$ cat config.mk
export PLATFORM = sky130hd
export DESIGN_NAME = spi_wrapper
export DESIGN_NICKNAME = d
export VERILOG_FILES = /design/src/rtl/spi_wrapper.sv
export SDC_FILE = /design/constraint.sdc
export NUM_CORES = 2
export LEC_CHECK = 0
export CORE_MARGIN = 2
export CORE_UTILIZATION = 55
export DETAILED_ROUTE_END_ITERATION = 8
export PLACE_DENSITY = 0.73
export SETUP_SLACK_MARGIN = 0.3
export SLEW_MARGIN = 20
export SYNTH_ARGS = -nofsm -noshare
export SYNTH_HDL_FRONTEND = slang
export SYNTH_SLANG_ARGS = --single-unit
$ cat constraint.sdc
create_clock -name clk -period 4.2 [get_ports clk]
set_clock_uncertainty 0.05 [all_clocks]
set_input_delay 0.63 -clock clk [delete_from_list [all_inputs] [get_ports clk]]
set_output_delay 0.63 -clock clk [all_outputs]
set_load 0.05 [all_outputs]
$ cat src/rtl/spi_wrapper.sv
// SPI slave front end plus single-port byte RAM: 10-bit frames carry an opcode and a data/address byte.
// Latency: rx_valid 1 clk after the 10th bit; MISO starts 2 clks after rx_valid for a read-data frame.
// No backpressure: SS_n high aborts a frame or read-back at the next edge; one frame per SS_n assertion.

module spi_slave (
  input  logic       clk,
  input  logic       rst_n,
  input  logic       SS_n,
  input  logic       MOSI,
  input  logic [7:0] tx_data,
  input  logic       tx_valid,
  output logic       MISO,
  output logic [9:0] rx_data,
  output logic       rx_valid
);

  typedef enum logic [2:0] {IDLE, CHK_CMD, WRITE, READ_ADD, READ_DATA} state_t;

  state_t     state;
  state_t     next_state;
  logic [3:0] bit_cnt;
  logic       rd_flag;
  logic [7:0] tx_shift;
  logic [3:0] tx_cnt;
  logic       shifting;

  assign shifting = (state == WRITE) || (state == READ_ADD) || (state == READ_DATA);

  // State register
  always_ff @(posedge clk or negedge rst_n) begin
    if (!rst_n) state <= IDLE;
    else        state <= next_state;
  end

  // Next state: the command bit picks the branch and is then dropped; SS_n high always returns to IDLE
  always_comb begin
    next_state = state;
    case (state)
      IDLE:      if (!SS_n) next_state = CHK_CMD;
      CHK_CMD:   next_state = !MOSI ? WRITE : (rd_flag ? READ_DATA : READ_ADD);
      WRITE:     next_state = WRITE;
      READ_ADD:  next_state = READ_ADD;
      READ_DATA: next_state = READ_DATA;
      default:   next_state = IDLE;
    endcase
    if (SS_n) next_state = IDLE;
  end

  // Frame capture: 10 bits MSB first, then the counter parks at 10 until SS_n releases
  always_ff @(posedge clk or negedge rst_n) begin
    if (!rst_n) begin
      bit_cnt  <= 4'd0;
      rx_data  <= 10'd0;
      rx_valid <= 1'b0;
      rd_flag  <= 1'b0;
    end else begin
      rx_valid <= 1'b0;
      if (SS_n || !shifting) begin
        bit_cnt <= 4'd0;
      end else if (bit_cnt < 4'd10) begin
        rx_data <= {rx_data[8:0], MOSI};
        bit_cnt <= bit_cnt + 4'd1;
        if (bit_cnt == 4'd9) begin
          rx_valid <= 1'b1;
          if (state == READ_ADD)       rd_flag <= 1'b1;
          else if (state == READ_DATA) rd_flag <= 1'b0;
        end
      end
    end
  end

  // Read-back serializer: MSB goes out the clock after tx_valid, MISO idles low
  always_ff @(posedge clk or negedge rst_n) begin
    if (!rst_n) begin
      MISO     <= 1'b0;
      tx_shift <= 8'd0;
      tx_cnt   <= 4'd0;
    end else if (SS_n) begin
      MISO   <= 1'b0;
      tx_cnt <= 4'd0;
    end else if (tx_valid) begin
      MISO     <= tx_data[7];
      tx_shift <= {tx_data[6:0], 1'b0};
      tx_cnt   <= 4'd7;
    end else if (tx_cnt != 4'd0) begin
      MISO     <= tx_shift[7];
      tx_shift <= {tx_shift[6:0], 1'b0};
      tx_cnt   <= tx_cnt - 4'd1;
    end else begin
      MISO <= 1'b0;
    end
  end

endmodule

module spi_ram #(
  parameter int MEM_DEPTH = 256,
  parameter int ADDR_SIZE = 8
) (
  input  logic       clk,
  input  logic       rst_n,
  input  logic [9:0] rx_data,
  input  logic       rx_valid,
  output logic [7:0] tx_data,
  output logic       tx_valid
);

  logic [7:0]           mem [MEM_DEPTH];
  logic [ADDR_SIZE-1:0] wr_addr;
  logic [ADDR_SIZE-1:0] rd_addr;

  // Address registers and read port; the top two frame bits alone pick the action
  always_ff @(posedge clk or negedge rst_n) begin
    if (!rst_n) begin
      wr_addr  <= '0;
      rd_addr  <= '0;
      tx_data  <= 8'd0;
      tx_valid <= 1'b0;
    end else begin
      tx_valid <= 1'b0;
      if (rx_valid) begin
        case (rx_data[9:8])
          2'b00:   wr_addr <= rx_data[ADDR_SIZE-1:0];
          2'b10:   rd_addr <= rx_data[ADDR_SIZE-1:0];
          2'b11: begin
            tx_data  <= mem[rd_addr];
            tx_valid <= 1'b1;
          end
          default: ;
        endcase
      end
    end
  end

  // Storage write port; contents deliberately survive reset
  always_ff @(posedge clk) begin
    if (rx_valid && (rx_data[9:8] == 2'b01)) mem[wr_addr] <= rx_data[7:0];
  end

endmodule

module spi_wrapper #(
  parameter int MEM_DEPTH = 256,
  parameter int ADDR_SIZE = 8
) (
  input  logic clk,
  input  logic rst_n,
  input  logic SS_n,
  input  logic MOSI,
  output logic MISO
);

  logic [9:0] rx_data;
  logic       rx_valid;
  logic [7:0] tx_data;
  logic       tx_valid;

  spi_slave SLAVE (
    .clk      (clk),
    .rst_n    (rst_n),
    .SS_n     (SS_n),
    .MOSI     (MOSI),
    .tx_data  (tx_data),
    .tx_valid (tx_valid),
    .MISO     (MISO),
    .rx_data  (rx_data),
    .rx_valid (rx_valid)
  );

  spi_ram #(
    .MEM_DEPTH (MEM_DEPTH),
    .ADDR_SIZE (ADDR_SIZE)
  ) RAM (
    .clk      (clk),
    .rst_n    (rst_n),
    .rx_data  (rx_data),
    .rx_valid (rx_valid),
    .tx_data  (tx_data),
    .tx_valid (tx_valid)
  );

endmodule

Word level (Yosys, flattened, before mapping)
Memories as Yosys holds them, arrays and structs flattened. A register that Yosys moved wholly into a read port is not among the register bits.
Index checks and enable logic that the tools add are counted.
{"block": "op_classes", "add_sub_neg": 2, "magnitude_cmp": 1, "eq_ne": 8, "mux": 23, "n_bitwise": 2, "n_reduce_logical": 19}
{"op": "$mux W4", "count": 5}
{"op": "$mux W8", "count": 2}
{"op": "$pmux W3 S5", "count": 1}
{"op": "$mux W1", "count": 12}
{"op": "$reduce_and A2 Y1", "count": 5}
{"op": "$mux W3", "count": 3}
{"op": "$eq A3 B2 Y1 const B", "count": 2}
{"op": "$reduce_bool A2 Y1", "count": 3}
{"op": "$add A4 B1 Y4 const B", "count": 1}
{"op": "$eq A2 B2 Y1 const B", "count": 2}
{"op": "$eq A4 B4 Y1 const B", "count": 1}
{"op": "$lt A4 B4 Y1 const B", "count": 1}
{"op": "$reduce_and A4 Y1", "count": 1}
{"op": "$reduce_bool A4 Y1", "count": 1}
{"op": "$sub A4 B1 Y4 const B", "count": 1}
{"op": "$eq A3 B1 Y1 const B", "count": 1}
{"op": "$eq A3 B3 Y1 const B", "count": 1}
{"op": "$logic_not A3 Y1", "count": 1}
{"op": "$logic_or A1 B1 Y1", "count": 3}
{"op": "$reduce_bool A3 Y1", "count": 1}
{"op": "$eq A2 B1 Y1 const B", "count": 1}
{"op": "$logic_not A1 Y1", "count": 2}
{"op": "$logic_not A2 Y1", "count": 1}
{"op": "$not A1 Y1", "count": 2}
{"op": "$logic_and A1 B1 Y1", "count": 1}
{"block": "word_totals", "reg_bits": 49, "ramBits": 2048, "in_bits": 4, "n_memories": 1}
{"memory": "RAM.mem", "words": 256, "word_bits": 8, "rd": 1, "rd_ports_with_merged_regs": 1, "write_ports": 1, "line": "108", "text": "logic [7:0] mem [MEM_DEPTH];"}

Longest topological paths before layout
{"block": "logic_depth", "ltp_word": 7, "depth_mapped": 13, "ltp_nobuf": 7}

Cells and area by module
A second synthesis with hierarchy kept.
{"block": "unflattened", "hier_cells": 4097, "area_unflattened_um2": 83204.8}
{"module": "spi_ram", "instances": 1, "cells_each": 3982, "area_per_inst_um2": 81780.9, "seq_area_each_um2": 62124.6}
{"module": "spi_slave", "instances": 1, "cells_each": 115, "area_per_inst_um2": 1423.9, "seq_area_each_um2": 775.7}

Worst setup path before layout
No wires, ideal clock.
{"block": "synth_path", "kind": "reg-to-reg", "start": "register SLAVE.rx_data[0]", "end": "memory RAM.mem[0][0], data pin", "t_arrival_ps": 3214, "slack_ps": 127, "stages_incl_launch_ff": 1, "path_buffers": 0, "path_cell_list": "dfrtp_1"}
{"item": "start, declared", "line": "13", "text": "output logic [9:0] rx_data,"}
{"item": "start signal, assigned", "line": "61", "text": "rx_data <= {rx_data[8:0], MOSI};"}
{"item": "end, declared", "line": "108"}
No word-level cell before the write port.

==> flow_summary.json <==
{
  "status": "finished clean",
  "p_sw_mw": 10.9,
  "period_minus_slack_ns": 3.68,
  "post-route-period-util": 0.877,
  "met1_length_um": 79700,
  "core_area_sq_um": 150000,
  "power_density_nw_per_um2": 504,
  "worst_setup_path_end_kind": "flip-flop",
  "ys_seq_area_frac": 0.757,
  "grt_remaining_overflow": 0,
  "boundaryPins": 5,
  "p_leak_nw": 28.2,
  "fin_area_sq_um": 92200,
  "route.met3.wl_um": 25400,
  "final_common_cell": "edfxtp_1",
  "port_buffers": 4,
  "drt-total-wl_um": 213000,
  "drcViolationCount": 0,
  "final_cell_mix": "edfxtp_1, mux2i_1, nor2_1, mux4_2, buf_4",
  "synthArstFlopShare": 0.0266,
  "power_frac_clock": 0.368,
  "vdd_drop_max_uv": 492,
  "finalNonFillerCells": 6612,
  "ys.flop_type": "edfxtp_1",
  "synth_cell_types": 77,
  "ant_nets": 0,
  "critPathMaxFanout": 24,
  "fin_total_pwr_mw": 46.5,
  "worst_pin_slew_ns": 1.18,
  "slew_headroom": 0.202,
  "via_per_inst": 6.63,
  "synth_xor_area_frac": 0.000316,
  "worst_setup_path_start_kind": "flip-flop",
  "die_y_um": 393,
  "synth_nets": 4208,
  "hold_viol_final": 0,
  "drive_gt1_frac": 0.191,
  "postPlaceCellArea_sq_um": 86000,
  "rsz0062_at_grt": "no",
  "crit_required_ns": 4.87,
  "die-area_sq_um": 154000,
  "grt_start_max_net_pins": 157,
  "maxCapViolations": 0,
  "maxSlewViolCount": 0,
  "path_clk_slew_ns": 0.06,
  "dr.pass1.iters": 6,
  "htree_levels": 4,
  "hp-class": "input port to async pin",
  "cts_tree": "yes",
  "crit_type": "flip-flop to flip-flop",
  "initial_utilization": 0.554,
  "fp.dieW_um": 393,
  "ys_seq_elements": 2104,
  "synthSimpleGateAreaFrac": 0.0278,
  "seq_power_share": 0.571,
  "wl_per_cell_um": 32.2,
  "cts_setup_buffers": 0,
  "final_nets": 4431,
  "synth_compound_area_frac": 0.0448,
  "fmax_mhz": 271,
  "fin_setup_tns_ns": 0,
  "intPower_mw": 35.5,
  "synth_edf_count": 2048,
  "synth_mux_area_frac": 0.143,
  "dr_total_vias": 43800,
  "cts_inserted_buffers": 202,
  "p_sw_frac": 0.235,
  "syn2layout_area_growth_pct": 11.0,
  "cts_buffer_depth": 3,
  "grt_pass1_vias": 42400,
  "cts.sink_count": 2104,
  "syn_avg_cell_area_sq_um": 19.8,
  "initialDrtViolationCount": 6011,
  "cts-root-buf": "clkbuf_16",
  "cts_resized": 0,
  "clk_latency_ns": 0.85,
  "rows": 142,
  "synth_top_family_by_area": "multiplexers",
  "grt_pass1_wl_um": 305000,
  "track_usage": 0.279,
  "highest_layer": "met5",
  "syn_area_sq_um": 83100,
  "hpwl_um": 132000,
  "gp_congestion": 0.921,
  "yosysWarnings": 0,
  "wl_met2_um": 98000,
  "antenna_found_initial": 8,
  "setup_violations": 0,
  "dp.cells": 6235,
  "combPwrFrac": 0.061,
  "synthAdderAreaFrac": 0.000452,
  "arrival_ns": 4.35,
  "postSynthCellCount": 4201
}
## cell type report
class	count	area [sq um]
Sequential cell	2104	62900
Fill cell	10300	57700
Multi-Input combinational cell	1827	18000
Clock buffer	270	5410
Tap cell	2016	2520
Timing Repair Buffer	277	2510
Clock inverter	104	759
Inverter	12	48.8
Antenna cell	2	5.00
## final timing paths
kind                                          to  slack, ns  cells after the start      startpoint
worst max register to register    RAM.tx_data[2]       0.52                      7  RAM.rd_addr[0]
max in group asynchronous         RAM.rd_addr[0]       2.77                      3           rst_n
worst max-delay path              RAM.tx_data[2]       0.52                      7  RAM.rd_addr[0]
worst min-delay path            SLAVE.bit_cnt[1]       0.33                      2           rst_n
min in group clk                  RAM.tx_data[3]       0.44                      1  RAM.tx_data[3]
worst min register to register    RAM.tx_data[3]       0.44                      1  RAM.tx_data[3]
## sequential cells by signal, indices dropped and copies added (netlist names)
signal / flops
SLAVE.state: 3
SLAVE.bit_cnt: 4
RAM.tx_valid: 1
SLAVE.MISO: 1
SLAVE.rx_valid: 1
RAM.wr_addr: 8
SLAVE.tx_shift: 7
SLAVE.rd_flag: 1
RAM.rd_addr: 8
RAM.mem: 2048
SLAVE.tx_cnt: 4
SLAVE.rx_data: 10
RAM.tx_data: 8
## worst max-delay path: stages (launching register included)
cell	delay, ns
dfrtp_4	0.80
buf_12	0.29
buf_12	0.25
mux4_2	0.53
a2111oi_0	0.87
a2111oi_0	0.25
and4b_1	0.25
a211o_1	0.22
## repair_timing
action / CTS / global route
endpoints found under the setup margin: 0 / 0
hold buffers: 1 / 0
endpoints found under the hold margin: 23 / 0
## synth_stat cells, drive strengths merged (8+ instances only)
| master | instances | area (sq um) |
|---|---|---|
| a211o | 9 | 78.8 |
| clkbuf | 114 | 606 |
| a21oi | 74 | 370 |
| o211ai | 8 | 60.1 |
| nand3 | 35 | 175 |
| a211oi | 60 | 450 |
| a2111oi | 16 | 161 |
| mux4 | 320 | 7450 |
| o21ai | 56 | 280 |
| a221oi | 45 | 407 |
| mux2i | 408 | 4080 |
| nor2b | 17 | 106 |
| nand2 | 102 | 388 |
| edfxtp | 2048 | 61500 |
| o22ai | 120 | 751 |
| nor2 | 309 | 1160 |
| buf | 140 | 1550 |
| inv | 12 | 45.0 |
| nor4 | 9 | 56.3 |
| or3 | 8 | 50.1 |
| a22oi | 35 | 278 |
| mux2 | 30 | 338 |
| o221ai | 50 | 438 |
| dfrtp | 56 | 1400 |
| a31oi | 9 | 56.3 |
| nor3 | 18 | 90.1 |
## through the flow
stage,utilization,hold WS (ns),setup slack (ns)
finish,0.615,0.328,0.515
CTS,0.615,0.306,0.518
floorplan,-,0.284,1.72
detailed placement,0.574,0.428,0.528
global placement,0.574,0.426,0.496
global route,0.615,0.374,0.374
## metal layers
layer | GRT usage | vias to the layer above
met5 | 0 | -
met3 | 0.0619 | 493
met1 | 0.395 | 22700
met4 | 0.120 | 6
li1 | - | 17800
met2 | 0.420 | 2812
## power groups by stage
| stage | combinational [mW] | clock [mW] | sequential (mW) |
|---|---|---|---|
| 2_1_floorplan | 0.179 | 0 | 27.9 |
| 3_3_place_gp | 2.61 | 0 | 27.0 |
| 3_5_place_dp | 2.79 | 0 | 27.0 |
| 4_1_cts | 2.79 | 17.2 | 26.6 |
| 5_1_grt | 3.00 | 18.0 | 26.6 |
| 6_report | 2.82 | 17.1 | 26.6 |
## cell families after synthesis
| kind of cell | after synthesis |
|---|---|
| flip-flops | 2104 |
| AND/OR/NAND/NOR | 538 |
| adder cells (fa/ha/maj) | 3 |
| XOR/XNOR | 3 |
| multiplexers | 758 |
| buffers and inverters | 270 |
| AO/OA/AOI/OAI | 525 |
Note: power is estimated with default switching activity, not from simulation.
